[config.mk]
export PLATFORM = sky130hd
export DESIGN_NAME = evo_logic_cell
export DESIGN_NICKNAME = d
export VERILOG_FILES = /design/src/rtl/evo_logic_cell.sv
export SDC_FILE = /design/constraint.sdc
export NUM_CORES = 1
export LEC_CHECK = 0
export ABC_CLOCK_PERIOD_IN_PS = 2200
export BUFFER_PORTS_ARGS = -buffer_cell sky130_fd_sc_hd__buf_2
export CAP_MARGIN = 40
export CELL_PAD_IN_SITES_DETAIL_PLACEMENT = 0
export CELL_PAD_IN_SITES_GLOBAL_PLACEMENT = 1
export CORE_MARGIN = 10
export CORE_UTILIZATION = 30
export CTS_CLUSTER_DIAMETER = 60
export DETAILED_ROUTE_END_ITERATION = 7
export GPL_ROUTABILITY_DRIVEN = 0
export PLACE_DENSITY_LB_ADDON = 0.25
export SLEW_MARGIN = 0
export SYNTH_ARGS = -nofsm -noshare
export SYNTH_HDL_FRONTEND = slang
export SYNTH_SLANG_ARGS = --single-unit
[constraint.sdc]
create_clock -name clk -period 2.2 [get_ports clk]
set_input_delay 0.11 -clock clk [delete_from_list [all_inputs] [get_ports clk]]
set_output_delay 0.11 -clock clk [all_outputs]
set_load 0.005 [all_outputs]
[src/rtl/evo_logic_cell.sv]
// rtl/evo_logic_cell.sv - evolvable K-input LUT cell with side router and serial config
//
// Ports:
//   clk, rst_n   clock (rising edge) and asynchronous active-low reset
//   in, out      neighbour inputs / routed outputs, bit i belongs to side i
//   cfg_en       shift enable for the serial config chain
//   cfg_din      serial config bit, LSB-first
//   cfg_dout     chain pass-through to the next cell (shadow bit 0)
//   cfg_commit   request to copy the shadow register into the active config
//   cfg_full     a full config word has been shifted since the last commit/reset
//   cfg_err      sticky flag: a commit was rejected
module evo_logic_cell #(
  parameter int LUT_K = 4,
  parameter int N_IN  = 4
) (
  input  logic            clk,
  input  logic            rst_n,
  input  logic [N_IN-1:0] in,
  output logic [N_IN-1:0] out,
  input  logic            cfg_en,
  input  logic            cfg_din,
  output logic            cfg_dout,
  input  logic            cfg_commit,
  output logic            cfg_full,
  output logic            cfg_err
);

  localparam int SEL_W    = $clog2(N_IN);
  localparam int LUT_N    = 1 << LUT_K;
  localparam int ISEL_LSB = LUT_N;
  localparam int OSEL_LSB = LUT_N + LUT_K * SEL_W;
  localparam int CFG_W    = OSEL_LSB + N_IN * SEL_W + 1;
  localparam int CNT_W    = $clog2(CFG_W + 1);
  localparam logic [CNT_W-1:0] CNT_MAX = CNT_W'(CFG_W);

  logic [CFG_W-1:0] shadow_q, shadow_d;
  logic [CFG_W-1:0] active_q, active_d;
  logic [CNT_W-1:0] cnt_q, cnt_d;
  logic             err_q, err_d;
  logic             lut_q, lut_d;

  logic [LUT_N-1:0] lut_bits;
  logic [LUT_K-1:0] lut_addr;
  logic             lut_comb;
  logic             lut_out;
  logic             reg_mode;

  assign cfg_dout = shadow_q[0];
  assign cfg_full = (cnt_q == CNT_MAX);
  assign cfg_err  = err_q;

  // Config loading. A commit is honoured only with a complete word and no
  // shift in the same cycle; a rejected commit leaves the shift/count alone.
  always_comb begin
    shadow_d = shadow_q;
    active_d = active_q;
    cnt_d    = cnt_q;
    err_d    = err_q;
    if (cfg_en) begin
      shadow_d = {cfg_din, shadow_q[CFG_W-1:1]};
      if (cnt_q != CNT_MAX) cnt_d = cnt_q + CNT_W'(1);
    end
    if (cfg_commit) begin
      if (cfg_full && !cfg_en) begin
        active_d = shadow_q;
        cnt_d    = '0;
        err_d    = 1'b0;
      end else begin
        err_d = 1'b1;
      end
    end
  end

  assign lut_bits = active_q[LUT_N-1:0];
  assign reg_mode = active_q[CFG_W-1];

  // LUT address: out-of-range input selectors contribute a constant 0.
  always_comb begin
    logic [SEL_W-1:0] isel;
    lut_addr = '0;
    for (int j = 0; j < LUT_K; j++) begin
      isel = active_q[ISEL_LSB + j*SEL_W +: SEL_W];
      if (32'(isel) < N_IN) lut_addr[j] = in[isel];
    end
  end

  assign lut_comb = lut_bits[lut_addr];
  assign lut_d    = lut_comb;
  assign lut_out  = reg_mode ? lut_q : lut_comb;

  // Router: selector m picks the m-th lowest input with the cell's own side
  // skipped, so a side can never echo its own input back.
  always_comb begin
    logic [SEL_W-1:0] osel;
    logic [SEL_W-1:0] src;
    out = '0;
    for (int i = 0; i < N_IN; i++) begin
      osel = active_q[OSEL_LSB + i*SEL_W +: SEL_W];
      src  = osel;
      if (osel == '0) begin
        out[i] = lut_out;
      end else if (32'(osel) < N_IN) begin
        if (32'(osel) - 1 < i) src = osel - SEL_W'(1);
        out[i] = in[src];
      end
    end
  end

  always_ff @(posedge clk or negedge rst_n) begin
    if (!rst_n) begin
      shadow_q <= '0;
      active_q <= '0;
      cnt_q    <= '0;
      err_q    <= 1'b0;
      lut_q    <= 1'b0;
    end else begin
      shadow_q <= shadow_d;
      active_q <= active_d;
      cnt_q    <= cnt_d;
      err_q    <= err_d;
      lut_q    <= lut_d;
    end
  end

endmodule

==> flow_summary.yaml <==
status:
  outcome: "finished with violations"
  violations: "negative setup slack"
synth:
  synth.distinct_cells: 32
  synth_top_family_by_area: "multiplexers"
  synth_xor_xnor_area_share_pct: 0.777
  synthCells: 234
  synth-compound-area-share_pct: 4.88
  ys_seq_area_share_pct: 54.8
  synth_top_area_share_pct: 54.8
  synth_simple_gate_area_share_pct: 5.14
  synthTopCellsByArea: "dfrtp_1 55%, mux2_2 19%, mux2_1 3.7%, mux2i_1 3.6%, mux4_2 3.3%"
  ys_warn_count: 0
  synth-seq-cells: 74
  synthMuxAreaShare_pct: 29.9
  syn_area_mm2: 0.00338
  synth_nets: 250
  synthAdderAreaFrac_pct: 2.59
  syn_avg_cell_area_um2: 14.5
  synth_top_area_cell: "dfrtp_1"
power:
  p_per_area_mw_per_mm2: 1060
  p_leak_nw: 1.82
  total_power_mw: 4.25
  irDropWorstVdd_mv: 0.527
route:
  antenna_left: 0
  drc: 0
  first_pass_iters: 6
  first_iter_violations: 71
  drt-vias-per-instance: 4.69
  num_vias: 1894
  drt-total-wl_mm: 6.05
  wl_per_cell_um: 15.0
floorplan:
  pin_count: 16
  start_util_pct: 30.9
  die_w_um: 126
  die-area_mm2: 0.0159
  core_area_mm2: 0.0109
  die_h_um: 126
  num_rows: 38
timing:
  slew_headroom_pct: 70.6
  post-route-min-period_ps: 2440
  rsz0062_at_grt: "true"
  hold_viol_final: 0
  setup_viol: 4
  final_max_slew_viol_count: 0
  max_freq_mhz: 409
  timing.final.crit_share_pct: 111
  worst_pin_slew_ps: 442
  skew_ps: 6.55
  setup_slack_ps: -244
finish:
  drive_gt1_share_pct: 40.5
  multi_input_area_mm2: 0.00148
  nFillCells: 1094
  stdcell_area_mm2: 0.00399
  fin_nets: 277
  ff_latch_area_mm2: 0.00185
  insertedDiodeCount: 0
  syn_to_final_growth_pct: 17.9
  fin_cells: 404
  post-route-util_pct: 36.5
global_route:
  grt_overflow: 0
  track_usage_pct: 7.84
  grt_pass1_wl_mm: 10.2
  grt_max_degree: 45
  antenna_found_initial: 0
  grt_pass1_vias: 1983
min_path:
  worstHoldEndpoint: "shadow_q[32]"
  min-delay-start: "cfg_din"
  whs_path_depth: 2
  hp-class: "input port to flip-flop"
worst_setup_path:
  endpoint_kind: "output port"
  r2r_setup_slack_ps: 340
  r2r-end: "active_q[5]"
  critPathKind: "flip-flop to output port"
  critPathLaunchType: "flip-flop"
  r2r_start: "cnt_q[0]"
  crit_required_ps: 2090
  reg2reg_depth: 7
  cp_max_fo: 6
  cp.arrival_ps: 2330
job:
  cap_violations: 0
clocking:
  cts_root_buffer: "clkbuf_16"
  insertion_delay_ps: 330
  cts_tree: "built"
  cts_sinks: 74
  htreeDepth: 3
  clock_path_buffers: 2
  cts_made_buffers: 9
  clkTransAtPathRegs_ps: 60
placed_design:
  placed_area_mm2: 0.00368
  hpwlAfterDp_mm: 4.19
  port_buffers: 15
  dp.cells: 388
  place_ws_ps: 30.8
[Yosys cell counts (all sizes together)]
cell type / n
nand2: 6
mux2: 67
nor2b: 3
nor4: 1
inv: 5
a22o: 2
a211oi: 3
o21ai: 4
mux2i: 13
mux4: 5
and2b: 1
xnor2: 2
a31oi: 5
buf: 5
clkbuf: 3
xor2: 1
dfrtp: 74
nor2: 14
ha: 7
nand4b: 1
nand3: 2
and2: 1
a22oi: 3
a32oi: 1
nand4: 2
a21oi: 3
[worst max-delay path by stage]
| stage | start | end | slack (ps) | cells after the start |
|---|---|---|---|---|
| 2_1_floorplan | cnt_q[1] | active_q[15] | 280 | 8 |
| 3_3_place_gp | active_q[16] | out[0] | 70 | 6 |
| 3_5_place_dp | active_q[16] | out[3] | 30 | 6 |
| 4_1_cts | active_q[18] | out[3] | -290 | 6 |
| 5_1_grt | active_q[16] | out[0] | -350 | 6 |
| 6_report | active_q[16] | out[0] | -240 | 7 |
[stage by stage]
step	setup TNS (ps)	hold WS, ps
6_report	-952	21.2
5_1_grt	-1340	23.1
3_3_place_gp	0	75.8
3_5_place_dp	0	77.5
2_1_floorplan	0	-186
4_1_cts	-1070	13.1
[layout make-up]
type | count | share of cell area, %
multi-input cells | 147 | 37.1
flip-flops and latches | 74 | 46.4
well taps | 140 | 4.39
clock buffers | 11 | 5.83
inverters | 5 | 0.471
clock inverters | 3 | 1.07
repair buffers | 24 | 4.74
[flip-flops by register name, indices dropped and copies added, names as in the netlist]
| register | flops |
|---|---|
| active_q | 33 |
| cfg_err | 1 |
| shadow_q | 33 |
| lut_q | 1 |
| cnt_q | 6 |
[logic make-up after synthesis]
kind of cell | after synthesis
adder cells (fa/ha/maj) | 7
multiplexers | 85
AO/OA/AOI/OAI | 21
flip-flops | 74
AND/OR/NAND/NOR | 31
buffers and inverters | 13
XOR/XNOR | 3
[placed cells by master, fill, tap and decap left out, drive strengths merged]
| cell | n |
|---|---|
| and2b | 1 |
| mux4 | 5 |
| nor4 | 1 |
| nor2b | 3 |
| mux2 | 67 |
| a32oi | 1 |
| nand2 | 6 |
| nand4 | 2 |
| a21oi | 3 |
| a22oi | 3 |
| dlygate4sd3 | 1 |
| mux2i | 13 |
| o21ai | 4 |
| dfrtp | 74 |
| clkinvlp | 1 |
| nand4b | 1 |
| inv | 5 |
| and2 | 1 |
| a31oi | 5 |
| xor2 | 1 |
| a22o | 2 |
| a211oi | 3 |
| clkbuf | 11 |
| nor2 | 14 |
| buf | 23 |
| bufinv | 1 |
| ha | 7 |
| clkinv | 1 |
| xnor2 | 2 |
| nand3 | 2 |
[where the power goes]
group	leakage [nW]	total [mW]	switching [mW]	internal (mW)
logic	0.723	0.865	0.357	0.508
clock network	0.131	1.37	0.505	0.863
registers	0.965	2.01	0.298	1.72
[repair_timing]
item                                   in CTS  in global routing
pin swaps                                   4                  6
resized for setup                           1                  3
setup endpoints to repair                   4                  4
setup buffers                               1                  0
hold buffers                                1                  0
endpoints found under the hold margin      30                  0
[critical path: stages (launching register included)]
cell	delay [ps]
dfrtp_1	360
mux4_2	630
buf_6	160
mux2i_1	140
nand2_1	100
a32oi_2	320
a31oi_1	150
buf_2	150
[layer usage]
| metal | global-route usage (%) | part of all wire (%) | vias up |
|---|---|---|---|
| li1 | - | - | 907 |
| met1 | 10.1 | 49 | 959 |
| met2 | 11.9 | 46 | 21 |
| met3 | 3.02 | 4.3 | 7 |
| met4 | 2.41 | 0.88 | 0 |
| met5 | 0 | 0 | - |
Power figures use the tool's default switching activity.
